### src/rtl/mem_ctrl_pkg.sv
// Shared state encoding, RV32I funct3 codes and fault rule for the data-memory controller.
package mem_ctrl_pkg;

  typedef logic [2:0] state_t;

  localparam state_t ST_IDLE  = 3'd0;
  localparam state_t ST_LOAD  = 3'd1;
  localparam state_t ST_READ  = 3'd2;
  localparam state_t ST_WRITE = 3'd3;
  localparam state_t ST_RESP  = 3'd4;

  localparam logic [2:0] F3_B  = 3'd0;
  localparam logic [2:0] F3_H  = 3'd1;
  localparam logic [2:0] F3_W  = 3'd2;
  localparam logic [2:0] F3_BU = 3'd4;
  localparam logic [2:0] F3_HU = 3'd5;

  // Rejects bad width codes, misaligned halfwords/words and addresses past the end of memory.
  function automatic logic access_fault(input logic we, input logic [2:0] f3,
                                        input logic [31:0] addr, input logic [31:0] limit);
    logic bad_code, misalign;
    bad_code = we ? (f3 > F3_W) : (f3 == 3'd3 || f3 == 3'd6 || f3 == 3'd7);
    misalign = ((f3 == F3_H || f3 == F3_HU) && addr[0]) ||
               ((f3 == F3_W) && (addr[1:0] != 2'b00));
    return bad_code || misalign || (addr >= limit);
  endfunction

endpackage

### src/rtl/lane_align.sv
// Byte/halfword lane handling: extract and extend load data, merge store data into a word.
module lane_align
  import mem_ctrl_pkg::*;
(
  input  logic [2:0]  funct3,
  input  logic [1:0]  byte_off,
  input  logic [31:0] rd_word,
  input  logic [31:0] merge_word,
  input  logic [31:0] wdata,
  output logic [31:0] load_data,
  output logic [31:0] store_word
);

  logic [7:0]  sel_b;
  logic [15:0] sel_h;

  // Pick the addressed lane out of the read word and extend it to 32 bits.
  always_comb begin
    sel_b = rd_word[{byte_off, 3'b000} +: 8];
    sel_h = byte_off[1] ? rd_word[31:16] : rd_word[15:0];
    case (funct3)
      F3_B:    load_data = {{24{sel_b[7]}}, sel_b};
      F3_BU:   load_data = {24'h0, sel_b};
      F3_H:    load_data = {{16{sel_h[15]}}, sel_h};
      F3_HU:   load_data = {16'h0, sel_h};
      default: load_data = rd_word;
    endcase
  end

  // Overlay right-aligned store data onto the previously read word (read-modify-write).
  always_comb begin
    store_word = merge_word;
    case (funct3)
      F3_B: store_word[{byte_off, 3'b000} +: 8] = wdata[7:0];
      F3_H: begin
        if (byte_off[1]) store_word[31:16] = wdata[15:0];
        else             store_word[15:0]  = wdata[15:0];
      end
      default: store_word = wdata;
    endcase
  end

endmodule

### src/rtl/mem_access_ctrl.sv
// Load/store controller between a core and a word-wide, async-read data memory.
// Sub-word stores are done as read-modify-write; every access ends in a one-cycle response.
module mem_access_ctrl
  import mem_ctrl_pkg::*;
#(
  parameter int ADDR_WORDS = 128
) (
  input  logic        clk,
  input  logic        rst_n,
  input  logic        req_valid,
  output logic        req_ready,
  input  logic        req_we,
  input  logic [2:0]  req_funct3,
  input  logic [31:0] req_addr,
  input  logic [31:0] req_wdata,
  output logic        rsp_valid,
  output logic [31:0] rsp_rdata,
  output logic        rsp_fault,
  output logic        mem_we,
  output logic [31:0] mem_a,
  output logic [31:0] mem_wd,
  input  logic [31:0] mem_rd
);

  localparam logic [31:0] ADDR_LIMIT = 32'(4 * ADDR_WORDS);

  state_t      state_q, state_d;
  logic        we_q, we_d;
  logic [2:0]  f3_q, f3_d;
  logic [31:0] addr_q, addr_d;
  logic [31:0] wdata_q, wdata_d;
  logic [31:0] merge_q, merge_d;
  logic [31:0] rdata_q, rdata_d;
  logic        fault_q, fault_d;
  logic        req_fault;
  logic [31:0] load_data, store_word;

  lane_align u_lane (
    .funct3     (f3_q),
    .byte_off   (addr_q[1:0]),
    .rd_word    (mem_rd),
    .merge_word (merge_q),
    .wdata      (wdata_q),
    .load_data  (load_data),
    .store_word (store_word)
  );

  assign req_fault = access_fault(req_we, req_funct3, req_addr, ADDR_LIMIT);

  // Next-state and capture logic for the access sequence.
  always_comb begin
    state_d = state_q;
    we_d    = we_q;
    f3_d    = f3_q;
    addr_d  = addr_q;
    wdata_d = wdata_q;
    merge_d = merge_q;
    rdata_d = rdata_q;
    fault_d = fault_q;
    case (state_q)
      ST_IDLE: begin
        if (req_valid) begin
          we_d    = req_we;
          f3_d    = req_funct3;
          addr_d  = req_addr;
          wdata_d = req_wdata;
          fault_d = req_fault;
          rdata_d = 32'h0;  // stores and faults answer with zero data
          if (req_fault)              state_d = ST_RESP;
          else if (!req_we)           state_d = ST_LOAD;
          else if (req_funct3 == F3_W) state_d = ST_WRITE;
          else                        state_d = ST_READ;
        end
      end
      ST_LOAD: begin
        rdata_d = load_data;
        state_d = ST_RESP;
      end
      ST_READ: begin
        merge_d = mem_rd;
        state_d = ST_WRITE;
      end
      ST_WRITE: state_d = ST_RESP;
      default:  state_d = ST_IDLE;
    endcase
  end

  // State and capture registers; reset drops any access in flight.
  always_ff @(posedge clk) begin
    if (!rst_n) begin
      state_q <= ST_IDLE;
      we_q    <= 1'b0;
      f3_q    <= 3'd0;
      addr_q  <= 32'h0;
      wdata_q <= 32'h0;
      merge_q <= 32'h0;
      rdata_q <= 32'h0;
      fault_q <= 1'b0;
    end else begin
      state_q <= state_d;
      we_q    <= we_d;
      f3_q    <= f3_d;
      addr_q  <= addr_d;
      wdata_q <= wdata_d;
      merge_q <= merge_d;
      rdata_q <= rdata_d;
      fault_q <= fault_d;
    end
  end

  assign req_ready = (state_q == ST_IDLE);
  assign rsp_valid = (state_q == ST_RESP);
  assign rsp_rdata = rdata_q;
  assign rsp_fault = fault_q & rsp_valid;
  // rst_n gating keeps the memory from committing on an edge where reset is sampled.
  assign mem_we    = (state_q == ST_WRITE) & rst_n;
  assign mem_a     = {addr_q[31:2], 2'b00};
  assign mem_wd    = store_word;

endmodule

### config.mk
export PLATFORM = sky130hd
export DESIGN_NAME = mem_access_ctrl
export DESIGN_NICKNAME = d
export VERILOG_FILES = /design/src/rtl/mem_ctrl_pkg.sv /design/src/rtl/lane_align.sv /design/src/rtl/mem_access_ctrl.sv
export SDC_FILE = /design/constraint.sdc
export NUM_CORES = 1
export LEC_CHECK = 0
export ABC_AREA = 1
export CAP_MARGIN = 30
export CORE_ASPECT_RATIO = 1.2
export CORE_MARGIN = 2
export CORE_UTILIZATION = 41
export DETAILED_ROUTE_END_ITERATION = 10
export GPL_TIMING_DRIVEN = 1
export PLACE_DENSITY = 0.69
export SLEW_MARGIN = 5
export SYNTH_ARGS = -nofsm -noshare
export SYNTH_HDL_FRONTEND = slang
export SYNTH_HIERARCHICAL = 1
export SYNTH_SLANG_ARGS = --single-unit
### constraint.sdc
create_clock -name clk -period 3.3 [get_ports clk]
set_clock_uncertainty 0.1 [all_clocks]
set_input_delay 0.99 -clock clk [delete_from_list [all_inputs] [get_ports clk]]
set_output_delay 0.99 -clock clk [all_outputs]
set_load 0.01 [all_outputs]
==> run metrics, run 1 <==
hpwl dp around 18,000 µm; EDFF count, synth 0; core area around 18,000 µm²; Die Y approximately 150 µm; clk_lat worst skew between 0.4 and 0.5 ns; cell count after synthesis 1,180; Worst Slack Setup Final 0.08544 ns; cell area power density 439.0 nW/µm²; net count of the finished layout around 1,400; IO Pins around 200; Syn Std Cell Area approximately 7600 µm²; crit path time final 3.215 ns; Worst Reg-to-Reg Cells 6; Global Route Usage Sum about a quarter; crit share post-route between 90% and 100%; CTS root buf clkbuf_16; share of Yosys cell area claimed by the top area cell type between 30% and 40%; sequential power share 38.8%; Startpoint Class input pin; Die X between 100 and 150 µm; area leader, netlist dfxtp_1; pre-CTS setup slack -0.1992 ns; grt ovf 0; Starting Density a little over two fifths; Comb power frac 19.5%; fmax roughly 310 MHz; Switch Pwr about 1.3 mW; Slew @ Worst Pin 0.7210 ns; CP Max Fanout 2; critical path class in -> out; DR vias ~8,300; CTS sink cnt 135; H-tree levels 4; outcome finished, final reports clean; drt wl/cell between 15 and 20 µm; Warnings, synthesis 6; Via density roughly 5.4; clk slew on worst S/H paths about 0.060 ns; Synth Register Bits around 140; Int Power between 3 and 4 mW; 1st-iter DRT viols around 820; Area after DPL 9494 µm²; top post-synthesis cells by area dfxtp_1, nand3_1, nand2_1; asr flop ratio synth 0%; Slew Viols, Final 0; Pwr Total 4.457 mW; CP arrival roughly 2.1 ns; slew margin rel. about half; CTS max path bufs 2; largest net degree at the start of global routing 69; worst vdd ir approximately 370 µV; Pre-Repair DR Iteration Count 5; initial antenna violation count 0; leakage power slightly above 4 nW; Layout fillers roughly 1,800; max_cap viols 0; layout cells sized above 1 about 8.5%; top-count cell post-synth nand2_1; register area share after synthesis a little over a third; post-synth cell types 30; sw frac between 20 and 30%; Cell Rows 54; hold depth 2; Hold Crit Class reg -> reg; TritonCTS clock tree built; Mapped Avg Cell Area between 6 and 7 µm²; ys flop type dfxtp_1; DRT Wirelength between 20,000 and 30,000 µm; final instance area slightly above 10,000 µm²; CTS buffer count 17; top cells by count, synth nand2_1, nand3_1, nor2_1; final setup fails 0; first-pass GRT wire length 39,680 µm; CTS Hold Bufs 0; drt drc 0; Placer Congestion just under 1; final hold vios 0; CP required roughly 2.2 ns; Clk network pwr share between 40% and 50%; IO Port Bufs 200; CP Capture Type output pin; ANT cells 0; vias in the first global route ~7,400; Syn-to-layout area delta 33.70%; full die area 19,630 µm²; Routed Antenna Nets 0
per-layer routing:
| metal | vias up | global-route usage, % | share of wire, % | routed length [µm] |
|---|---|---|---|---|
| li1 | 4153 | - | - | - |
| met1 | 3788 | 34.72 | 44 | 11280 |
| met2 | 332 | 39.01 | 46 | 11640 |
| met3 | 55 | 3.850 | 5.5 | 1402 |
| met4 | 0 | 12.30 | 4.3 | 1098 |
| met5 | - | 0 | 0 | 0 |
worst paths after layout:
check | from | to | slack (ns)
max | rst_n | mem_we | 0.09
min | addr_q[5] | addr_q[5] | 0.36
max reg2reg | state_q[1] | rsp_rdata[14] | 1.05
min reg2reg | addr_q[5] | addr_q[5] | 0.36
sequential cells by signal (all words and copies together) (netlist names):
name,cells
merge_q,32
fault_q,1
wdata_q,32
f3_q,3
state_q,3
rsp_rdata,32
addr_q,32
power groups by stage:
stage / Combinational (mW) / Clock (mW) / Sequential, mW
3_5_place_dp: 0.870 / 0 / 1.76
6_report: 0.868 / 1.86 / 1.73
5_1_grt: 0.950 / 1.95 / 1.73
3_3_place_gp: 0.864 / 0 / 1.76
4_1_cts: 0.861 / 1.88 / 1.73
2_1_floorplan: 0.502 / 0 / 1.74
stage by stage:
stage	cells	hold WS [ns]	utilization [%]	TNS, ns
2_1_floorplan	1181	0.3394	-	0
3_3_place_gp	1508	0.3477	52.09	-0.2239
3_5_place_dp	1509	0.3517	52.24	-0.1992
4_1_cts	1541	0.3611	55.56	-0.009738
5_1_grt	1546	0.3733	55.86	-0.0002065
6_report	1546	0.3602	55.86	0
what timing repair did:
action | 4_1_cts | 5_1_grt
endpoints found under the hold margin | 0 | 0
pin swaps | 0 | 1
endpoints found under the setup margin | 33 | 6
gates resized for setup | 60 | 6
setup buffers | 0 | 5
critical path: stages:
cell and delay, ns:
dlygate4sd2_1 0.33, inv_2 0.06, nor3_1 0.16, clkdlybuf4s50_1 0.58
cells by family after synthesis:
family	count (synthesis)	synth area share (%)
other cells	1	0.04938
fa+ha+maj	5	0.8239
buf+inv	167	10.83
compound gates	185	12.31
simple gates	687	40.40
flops	135	35.59
area by class of cell:
class                           instances  area (µm²)  area share [%]
Inverter                               42       157.7           1.553
Tap cell                              224       280.3           2.761
Clock inverter                         10       95.09          0.9367
Multi-Input combinational cell        879        4115           40.54
Sequential cell                       135        2709           26.68
Clock buffer                           22       484.2           4.770
Timing Repair Buffer                  234        2311           22.76
cell usage in the layout, fill, tap and decap left out, drive strengths merged:
master         instances
nand2                233
nand3                226
nor2                 169
clkdlybuf4s50        166
dfxtp                135
a21oi                125
o21ai                 58
inv                   43
nand4                 35
buf                   35
dlygate4sd2           29
clkbuf                22
or2                   16
clkinv                 6
ha                     5
and2                   4
dlymetal6s2s           4
nor3                   3
conb                   2
clkinvlp               2
o211ai                 2
nor4                   1
bufinv                 1
Note: power is estimated with default switching activity, not from simulation.
==> inputs of run 2 (changes only) <==
- MAX_ROUTING_LAYER: unset -> met4
- clock period: 3.3 -> 3.4 ns (I/O delays scaled with it)
==> run 2 against run 1 <==
  * Clock-buffer cell count is 3 lower
  * Largest power group unchanged
  * Sequential power is 3% lower
  * Worst hold slack hardly changed
  * Total power is 1.3% higher
  * Sequential share of layout area is 0.18 points lower
  * Non-clock buffer count is 1 lower
  * Setup slack better by 0.020 ns
  * Final cell count hardly changed
  * Core utilization is 0.38 points higher
  * Register-to-register slack better by 0.05 ns
==> run metrics, run 2 (synthesized netlist as in run 1, its figures left out) <==
CP Capture Type output pin; delay of the slowest critical-path stage 0.58 ns; max_cap viols 0; full die area 19,630 µm²; layout cells sized above 1 slightly above 8%; Slew @ Worst Pin just over 0.7 ns; Slew Viols, Final 0; Global Route Usage Sum a little over a quarter; largest net degree at the start of global routing just over 90; first-pass GRT wire length about 40,000 µm; DRT Wirelength around 26,000 µm; post-route core utilization a little under three fifths; ANT cells 0; Hold Crit Class reg -> reg; Routed Antenna Nets 0; cell area power density 441.8 nW/µm²; drt wl/cell 16.71 µm; Pre-Repair DR Iteration Count 8; CTS buffer count 17; CTS max path bufs 2; Pwr Total about 4.5 mW; net count of the finished layout roughly 1,400; CP Max Fanout 2; IO Pins between 200 and 250; grt ovf 0; hpwl dp ~18,000 µm; vias in the first global route 7,490; outcome finished, final reports clean; fmax 303.5 MHz; FF-to-FF Start state_q[0]; Startpoint Class input pin; leakage power ~4.2 nW; slew margin rel. 52.82%; Worst Slack Setup Final 0.1050 ns; core area between 15,000 and 20,000 µm²; final setup fails 0; setup_tns 0 ns; family with the most delay on the worst path buffers and inverters; clk_lat worst skew 0.42 ns; final hold vios 0; Starting Density a little over two fifths; min-delay src addr_q[15]; most common cell after layout, fill and taps aside nand2_1; Syn-to-layout area delta 34.60%; crit path time final about 3.3 ns; CP required 2.28 ns; IO Port Bufs 200; most frequent cells in the layout nand2_1, nand3_1, clkdlybuf4s50_1; worst vdd ir about 340 µV; pre-CTS setup slack -0.1975 ns; Die X 128.2 µm; H-tree levels 4; crit share post-route between 90% and 100%; slowest CP cell clkdlybuf4s50_1; worst hold margin 0.3605 ns; DR vias a little over 8,000; CP Launch Point rst_n; CTS root buf clkbuf_16; clk slew on worst S/H paths 0.06 ns; Die Y 153.1 µm; CTS sink cnt about 140; drt drc 0; CTS Hold Bufs 0; Placer Congestion 0.9389; Via density around 5.4; 1st-iter DRT viols 728; initial antenna violation count 0; critical path class in -> out; CP arrival about 2.2 ns; Cell Rows between 50 and 60; TritonCTS clock tree built; worst path cell trace clkdlybuf4s50_1, inv_2, nor3_1, dlygate4sd2_1; Buf/Inv on CP 3
-- run 2: cell count changes in the layout (fill, tap and decap cells not counted), moves of 3 or more --
cell / delta
clkbuf_8: -3
dlygate4sd2_1: -10
inv_6: +3
dlymetal6s2s_1: +10
bufinv_16: +3
-- run 2: power by group --
group          leakage (nW)  switching [mW]  total, mW  internal [mW]
clock                 0.301           0.737       1.99           1.26
combinational          2.82           0.479      0.846          0.367
sequential             1.10          0.0435       1.68           1.63
-- run 2: worst paths after layout --
check	to	slack, ns	depth (start not counted)
max	mem_we	0.11	4
max reg2reg	fault_q	1.10	8
min reg2reg	addr_q[15]	0.36	2
min	addr_q[15]	0.36	2
-- run 2: worst min-delay path, cell delays in order, from the launching register on --
cell     delay (ns)
dfxtp_1        0.31
nand2_1        0.06
a21oi_1        0.05
-- run 2: final cells by class --
type | instances | area [µm²]
Tap cell | 224 | 280.3
Inverter | 42 | 157.7
Clock buffer | 19 | 442.9
Clock inverter | 13 | 191.4
Timing Repair Buffer | 233 | 2312
Multi-Input combinational cell | 879 | 4128
Sequential cell | 135 | 2709
Fill cell | 1801 | 7954
-- run 2: per-layer routing --
layer / GRT usage [%] / vias to the layer above / part of all wire, %
met5: - / - / 0
met4: 9.262 / 0 / 2.9
met3: 3.465 / 42 / 5.4
met2: 41.77 / 314 / 48
met1: 35.07 / 3760 / 44
li1: - / 4157 / -
-- run 2: through the flow --
stage	instances	cell area [µm²]
after floorplan	1181	7597
after global placement	1508	9454
after detailed placement	1509	9482
after CTS	1545	10140
after global routing	1545	10220
final	1545	10220
-- run 2: timing repair --
item / 4_1_cts / 5_1_grt
endpoints found under the setup margin: 33 / 17
pin swaps: 1 / 1
gates resized for setup: 35 / 26
setup buffers: 4 / 0
gates cloned: 0 / 0
==> inputs of run 3 (changes only) <==
- SLEW_MARGIN: 5 -> 40
- TNS_END_PERCENT: unset -> 1
==> run 3 against run 2 <==
  * Sequential share of layout area barely moved
  * Setup slack got worse by 0.10 ns
  * Worst hold slack barely moved
  * Clock-buffer cell count did not move
  * Cell area barely moved
  * Clock power barely moved
  * Non-clock buffer count rose by 3
  * Critical path type is now reg -> out
  * Critical endpoint is now mem_wd[13]
  * Largest cell class unchanged
==> run metrics, run 3 (synthesized netlist as in run 1, its figures left out) <==
leakage power 4.152 nW; CTS buffer count 17; IO Pins roughly 200; initial antenna violation count 0; slowest CP cell clkdlybuf4s50_1; H-tree levels 4; Global Route Usage Sum 26.55%; IO Port Bufs 200; fmax 294.5 MHz; largest net degree at the start of global routing 101; r2r setup slk roughly 1.1 ns; Worst Reg-to-Reg Cells 7; Routed Antenna Nets 0; slew margin rel. slightly below 50%; hpwl dp ~18,000 µm; full die area 19,630 µm²; Area after DPL about 9500 µm²; crit path time final between 3 and 4 ns; net count of the finished layout around 1,400; Finished Layout Cells 1,548; core area between 15,000 and 20,000 µm²; most frequent cells in the layout nand2_1, nand3_1, clkdlybuf4s50_1; Slew Viols, Final 0; crit share post-route 99.88%; setup_tns 0 ns; CTS max path bufs 2; Placer Congestion between 0.9 and 1; DR vias between 8,000 and 9,000; dpl cells between 1,500 and 2,000; Die X between 100 and 150 µm; CP required roughly 2.3 ns; Slew @ Worst Pin a little under 0.8 ns; ANT cells 0; Starting Density 41.78%; min-delay src addr_q[5]; final hold vios 0; first-pass GRT wire length just over 40,000 µm; outcome finished, final reports clean; Cell Rows 54; hold depth 2; CP Max Fanout 16; delay of the slowest critical-path stage approximately 0.54 ns; drt wl/cell between 15 and 20 µm; CTS root buf clkbuf_16; worst path cell trace buf_4, ha_1, buf_4, nor2_1, nor2_1, nand2_1, nand3_1, clkdlybuf4s50_1; Reg2Reg Capture Point rsp_rdata[12]; clk_lat worst skew about 0.42 ns; CTS Hold Bufs 0; CP arrival roughly 2.3 ns; Hold Crit Class reg -> reg; FF-to-FF Start state_q[0]; final instance area 10,210 µm²; layout cells sized above 1 8.610%; Syn-to-layout area delta 34.50%; drt drc 0; max_cap viols 0; TritonCTS clock tree built; RSZ-0062 raised after global routing yes; post-route core utilization between 50% and 60%; critical path class reg -> out; Die Y between 150 and 200 µm; grt ovf 0; CP Capture Type output pin; most common cell after layout, fill and taps aside nand2_1; vias in the first global route 7,481; DRT Wirelength approximately 26,000 µm; 1st-iter DRT viols 714; Pre-Repair DR Iteration Count 5; CTS sink cnt between 100 and 150; Startpoint Class register; final setup fails 0; worst vdd ir between 300 and 400 µV; cell area power density about 440 nW/µm²; Via density approximately 5.4; clk slew on worst S/H paths about 0.06 ns; Hold Path End addr_q[5]
==> run 3: how the worst max path moves through the flow <==
stage	start	endpoint	slack, ns	depth (start not counted)
floorplan	addr_q[1]	mem_wd[16]	0.56	10
global placement	rst_n	mem_we	-0.18	4
detailed placement	rst_n	mem_we	-0.19	4
CTS	addr_q[0]	mem_wd[20]	-0.08	9
global route	addr_q[0]	mem_wd[10]	-0.11	8
finish	addr_q[0]	mem_wd[13]	0.004	8
==> run 3: report_power, final <==
group	switching (mW)	total (mW)	leakage (nW)	internal [mW]
logic	0.479	0.844	2.75	0.365
registers	0.0437	1.68	1.10	1.63
clock network	0.742	2.00	0.301	1.26
==> run 3: layout make-up <==
cell class / count / area (µm²)
Multi-Input combinational cell: 879 / 4136
Timing Repair Buffer: 236 / 2296
Sequential cell: 135 / 2709
Inverter: 42 / 157.7
Fill cell: 1789 / 7961
Tap cell: 224 / 280.3
Clock buffer: 19 / 442.9
Clock inverter: 13 / 191.4
==> run 3: per-layer routing <==
| layer | track usage, % | vias up | routed length [µm] |
|---|---|---|---|
| li1 | - | 4164 | - |
| met2 | 42.20 | 304 | 12360 |
| met4 | 9.367 | 0 | 746 |
| met1 | 34.52 | 3791 | 11270 |
| met5 | - | - | 0 |
| met3 | 3.605 | 42 | 1364 |
==> run 3: through the flow <==
stage | total power, mW | hold WS [ns] | worst slack (ns)
floorplan | 2.181 | 0.3394 | 0.5634
global placement | 2.547 | 0.3482 | -0.1820
CTS | 4.537 | 0.3619 | -0.07632
global route | 4.703 | 0.3749 | -0.1102
detailed placement | 2.548 | 0.3515 | -0.1896
finish | 4.519 | 0.3610 | 0.003923
==> run 3: repair_timing <==
item,4_1_cts,5_1_grt
setup buffers,0,8
resized for setup,43,13
pin swaps,0,1
setup endpoints to repair,33,13
==> run 3: critical path: cells and delay by family, from the launching register on <==
kind	cells	cell delay, ns
simple gates	4	0.34
flops	1	0.34
fa+ha+maj	1	0.21
buf+inv	3	0.99
==> edit 1 (flow settings as in run 3) <==
Put a register stage on the output `rsp_fault`, with the module's reset. The value now appears one clock later. The other outputs are not delayed to match.
--- a/src/rtl/mem_access_ctrl.sv
+++ b/src/rtl/mem_access_ctrl.sv
@@ -111,7 +111,13 @@
   assign req_ready = (state_q == ST_IDLE);
   assign rsp_valid = (state_q == ST_RESP);
   assign rsp_rdata = rdata_q;
-  assign rsp_fault = fault_q & rsp_valid;
+  always_ff @(posedge clk) begin
+    if (!rst_n) begin
+      rsp_fault <= '0;
+    end else begin
+      rsp_fault <= fault_q & rsp_valid;
+    end
+  end
   // rst_n gating keeps the memory from committing on an edge where reset is sampled.
   assign mem_we    = (state_q == ST_WRITE) & rst_n;
   assign mem_a     = {addr_q[31:2], 2'b00};
Check against the original RTL: not equivalent (Yosys sat finds a counterexample within 4 cycles, from zero or initial values and one cycle with rst_n low).
==> edit 1 against run 3 <==
The run now ends with negative setup slack left. Hold slack got worse by 20 ps. Routed wire length increased by 1.5%. Global-route usage decreased by 0.099 points. Combinational power increased by 0.6%. Sequential cell count increased by 1. Worst setup slack got worse by 57 ps. Register-to-register slack improved by 300 ps. Die area increased by 0.27%. Total power decreased by 1.1%. Non-clock buffer count decreased by 11. Cell area about the same. Area after synthesis increased by 0.28%. Critical path type unchanged.
==> edit 1: results (changes against run 3) <==
Parameter                              Value

Synth
  Post-synthesis compound-gate area fraction    12.3% (-0.034 points)
  Top cells by area in the synthesized netlist    sky130_fd_sc_hd__dfxtp_1, sky130_fd_sc_hd__nand3_1, sky130_fd_sc_hd__nand2_1
  Synth Area in Adders    0.822% (-0.0023 points)
  Count of different cell masters after synthesis    30 (unchanged)
  Sequential fraction of the synthesis area    35.8% (+0.16 points)
  Cell count after synthesis    1,182 (+0.17%)

Worst setup path
  Data arrival time of the worst path    2330 ps (+50 ps)
  Crit-path max FO    6 (-10)

Drt
  1st-iter DRT viols    792 (+11%)
  Pre-Repair DR Iteration Count    5 (unchanged)
  DR WL/cell    17.0 um (+2.1%)
  Total via count after detailed routing    8,277 (-0.29%)
  Routed WL    26.1 mm (+1.5%)

Place
  Routability-driven placement congestion ratio    0.960 (+2.3%)
  Dpl ws    -187 ps (+2.57 ps)
  HPWL Detailed    18.0 mm (-0.65%)
  Placed cells    1,506 (-0.13%)
  Standard cell area after detailed placement    9470 um^2 (about the same)
  PortBufs    200 (unchanged)

Layout
  Final net count    1,410 (-0.63%)
  Proportion of layout cells with a drive suffix above 1    7.83% (-0.78 points)
  Combined area of the multi-input logic cells    4150 um^2 (+0.39%)
  Fill cell count    1,792 (+0.17%)
  Antenna cells    0 (unchanged)

Pwr
  Net switching component of the power    0.00126 W (-0.30%)
  Largest vdd supply drop    0.357 mV (+4.8%)

Global routing
  Total track usage    26.4% (-0.099 points)
  Maximum number of pins on one net before global-route repair    102 (+0.99%)

Status
  Status    finished with violations
  Failing checks    negative setup slack

Timing
  Worst Setup Slack, final    -52.8 ps (-56.7 ps)
  Number of setup violations in the final report    3 (+3)
  Worst slew margin relative to its limit    48.1% (-0.064 points)
  Final total negative setup slack    -138 ps (-138 ps)
-- edit 1: cell types whose count changed in the layout (fill, tap and decap cells not counted), sizes merged, moves of 2 or more --
cell,delta
buf,-12
dlygate4sd2,-13
inv,-3
dlymetal6s2s,+12
clkbuf,+4
clkinvlp,-2
clkinv,+3
-- edit 1: final timing paths --
path | start | to | slack, ps | cells past startpoint
hold / removal | fault_q | rsp_fault | 340 | 2
setup reg to reg | addr_q[1] | rsp_rdata[9] | 1400 | 9
setup / recovery | addr_q[1] | mem_wd[21] | -50 | 8
hold reg to reg | fault_q | rsp_fault | 340 | 2
-- edit 1: what timing repair did --
action,in CTS,in global routing
endpoints found under the setup margin,33,24
resized for setup,29,37
cloned,0,1
-- edit 1: layout make-up --
| type | count | share of cell area (%) |
|---|---|---|
| multi-input combinational | 880 | 40.6 |
| sequential | 136 | 26.7 |
| timing repair buffer | 225 | 22.4 |
| clock inverter | 10 | 1.40 |
| tap | 224 | 2.74 |
| inverter | 42 | 1.57 |
| clock buffer | 22 | 4.54 |
-- edit 1: power by group through the flow --
stage	clock network (W)	logic (W)	registers, W
floorplan	0	0.000488	0.00171
global route	0.00203	0.000922	0.00170
detailed placement	0	0.000839	0.00172
CTS	0.00195	0.000838	0.00169
global placement	0	0.000839	0.00172
finish	0.00193	0.000849	0.00169
-- edit 1: per-layer routing --
| layer | vias up | share of wire (%) | GRT usage [%] |
|---|---|---|---|
| met5 | - | 0 | - |
| met4 | 0 | 2.5 | 9.68 |
| met3 | 48 | 5.6 | 4.06 |
| met2 | 350 | 48 | 41.8 |
| met1 | 3724 | 43 | 34.1 |
| li1 | 4155 | - | - |
==> edit 2 (flow settings as in run 3) <==
Without the edit above. Make the reset (`rst_n`) asynchronous in one clocked block.
--- a/src/rtl/mem_access_ctrl.sv
+++ b/src/rtl/mem_access_ctrl.sv
@@ -86,7 +86,7 @@
   end
 
   // State and capture registers; reset drops any access in flight.
-  always_ff @(posedge clk) begin
+  always_ff @(posedge clk or negedge rst_n) begin
     if (!rst_n) begin
       state_q <= ST_IDLE;
       we_q    <= 1'b0;
Formal check against the unedited RTL: differs if rst_n is asserted again (counterexample within 4 cycles, from zero or initial values and one cycle with rst_n low); with rst_n held inactive, the same outputs for 4 cycles.
==> edit 2 against run 3 <==
The run now ends with negative setup slack left. Sequential cell count did not move. Routed wire length fell by 4.4%. Cell area rose by 4.4%. Area after synthesis rose by 4.8%. Fmax fell by 0.35%. Worst setup slack got worse by 12 ps. Final cell count fell by 3.2%. Critical path type unchanged. Critical endpoint is now mem_wd[15].
Power is not compared: it rests on default switching activity, and its combinational part moved more than twofold at a synthesized area within 25%.
==> edit 2: results (changes against run 3) <==
Parameter                              Value

Status
  Status    finished with violations
  Failing checks    negative setup slack

Pwr
  Leakage power of the design    5.24 nW
  Power drawn by the clock network    0.00193 W
  Portion of total power attributed to the clock network    20.1%
  Power consumed by combinational cells    0.00519 W
  Largest vdd supply drop    0.634 mV
  Cell-internal power    0.00545 W

Synth
  Yosys warns    6 (unchanged)
  Async SR Flop Fraction    100% (+100 points)
  Count of different cell masters after synthesis    33 (+10%)
  Top cells by area in the synthesized netlist    sky130_fd_sc_hd__dfrtp_1, sky130_fd_sc_hd__nand2_1, sky130_fd_sc_hd__nand3_1
  Synth Area in Adders    0.786% (-0.037 points)
  Most instantiated flip-flop cell in the synthesis netlist    sky130_fd_sc_hd__dfrtp_1
  Proportion of synthesized area in mux cells    4.53% (+4.5 points)
  Average footprint of a synthesized cell    7.38 um^2 (+15%)
  Most common library cells after synthesis    sky130_fd_sc_hd__nand2_1, sky130_fd_sc_hd__nand3_1, sky130_fd_sc_hd__dfrtp_1
  Synth Area in XOR/XNOR    0% (unchanged)
  Sequential fraction of the synthesis area    42.5% (+6.9 points)
  Post-synthesis compound-gate area fraction    6.56% (-5.7 points)

CTS
  Root cell of the clock tree    sky130_fd_sc_hd__clkbuf_16
  Clock latency reported for the late side of the worst-skew pair    420 ps (about the same)
  Total clock buffers created by CTS    17 (unchanged)
  Clk buf depth    2 (unchanged)
  Post-CTS clock slew at the launch and capture registers of the worst setup and hold paths    60 ps (about the same)

Layout
  Final net count    1,337 (-5.8%)
  Antenna cells    0 (unchanged)
  Proportion of layout cells with a drive suffix above 1    12.0% (+3.4 points)

Drt
  Wire length on met1    10.5 mm (-7.1%)
  Antenna viol nets, final    0 (unchanged)
  Total via count after detailed routing    7,664 (-7.7%)
  Met2 routed wirelength    12.1 mm (-2.0%)
  Routed wl met3    1.37 mm (+0.44%)
  DR WL/cell    16.4 um (-1.2%)
  Detail-routed via count per cell    5.12 (-4.6%)
  1st-iter DRT viols    891 (+25%)

Timing
  Final total negative setup slack    -11.9 ps (-11.9 ps)
  Number of setup violations in the final report    2 (+2)
  Worst Setup Slack, final    -8.18 ps (-12.1 ps)
  Worst slew margin relative to its limit    49.4% (+1.2 points)

Worst setup path
  Top delay family on crit path    buffers and inverters
  Data arrival time of the worst path    2290 ps
  Critical-path top delay cell    sky130_fd_sc_hd__clkdlybuf4s50_1
  Crit-path max FO    8 (-8)

Global routing
  M1 GR Usage    31.3% (-3.2 points)
  Met2 track demand over resource in global routing    41.3% (-0.87 points)
  Total track usage    24.8% (-1.8 points)
  Maximum number of pins on one net before global-route repair    136 (+35%)
  Number of global-route vias before repair    7,134 (-4.6%)
  Fraction of met3 tracks used by global routing    3.98% (+0.38 points)
  Wire length of the first global-routing pass    38.6 mm (-4.1%)

Min path
  Hold crit path type    flip-flop to flip-flop

Place
  HPWL Detailed    17.4 mm (-3.7%)
  Placed cells    1,462 (-3.1%)
  Dpl ws    158 ps (+347 ps)
  PortBufs    200 (unchanged)
  Standard cell area after detailed placement    9910 um^2 (+4.7%)
  Routability-driven placement congestion ratio    0.917 (-2.4%)
edit 2: area by class of cell:
class                           instances  area [um^2]
Sequential cell                       135         3380
Timing Repair Buffer                  225         2310
Inverter                               75          282
Multi-Input combinational cell        775         3760
Fill cell                            1812         8260
Clock buffer                           19          443
Clock inverter                         13          166
Tap cell                              256          320
edit 2: worst min-delay path: cells and delay by family, from the launching register on:
family / cells / cell delay, ps
flip-flops: 1 / 340
AND/OR/NAND/NOR: 2 / 110
edit 2: final timing paths:
check | cells past startpoint | endpoint | from | slack [ps]
min in group asynchronous | 2 | addr_q[7] | rst_n | 610
max reg2reg | 8 | rsp_rdata[14] | addr_q[1] | 1410
max | 8 | mem_wd[15] | addr_q[1] | -8
min | 2 | addr_q[30] | addr_q[30] | 380
max in group asynchronous | 2 | addr_q[1] | rst_n | 1950
min reg2reg | 2 | addr_q[30] | addr_q[30] | 380
edit 2: timing repair:
action                     CTS  global route
hold buffers                 0             0
cloned                       1             0
setup endpoints to repair   32            21
gates resized for setup     29            28
buffers inserted             0             3
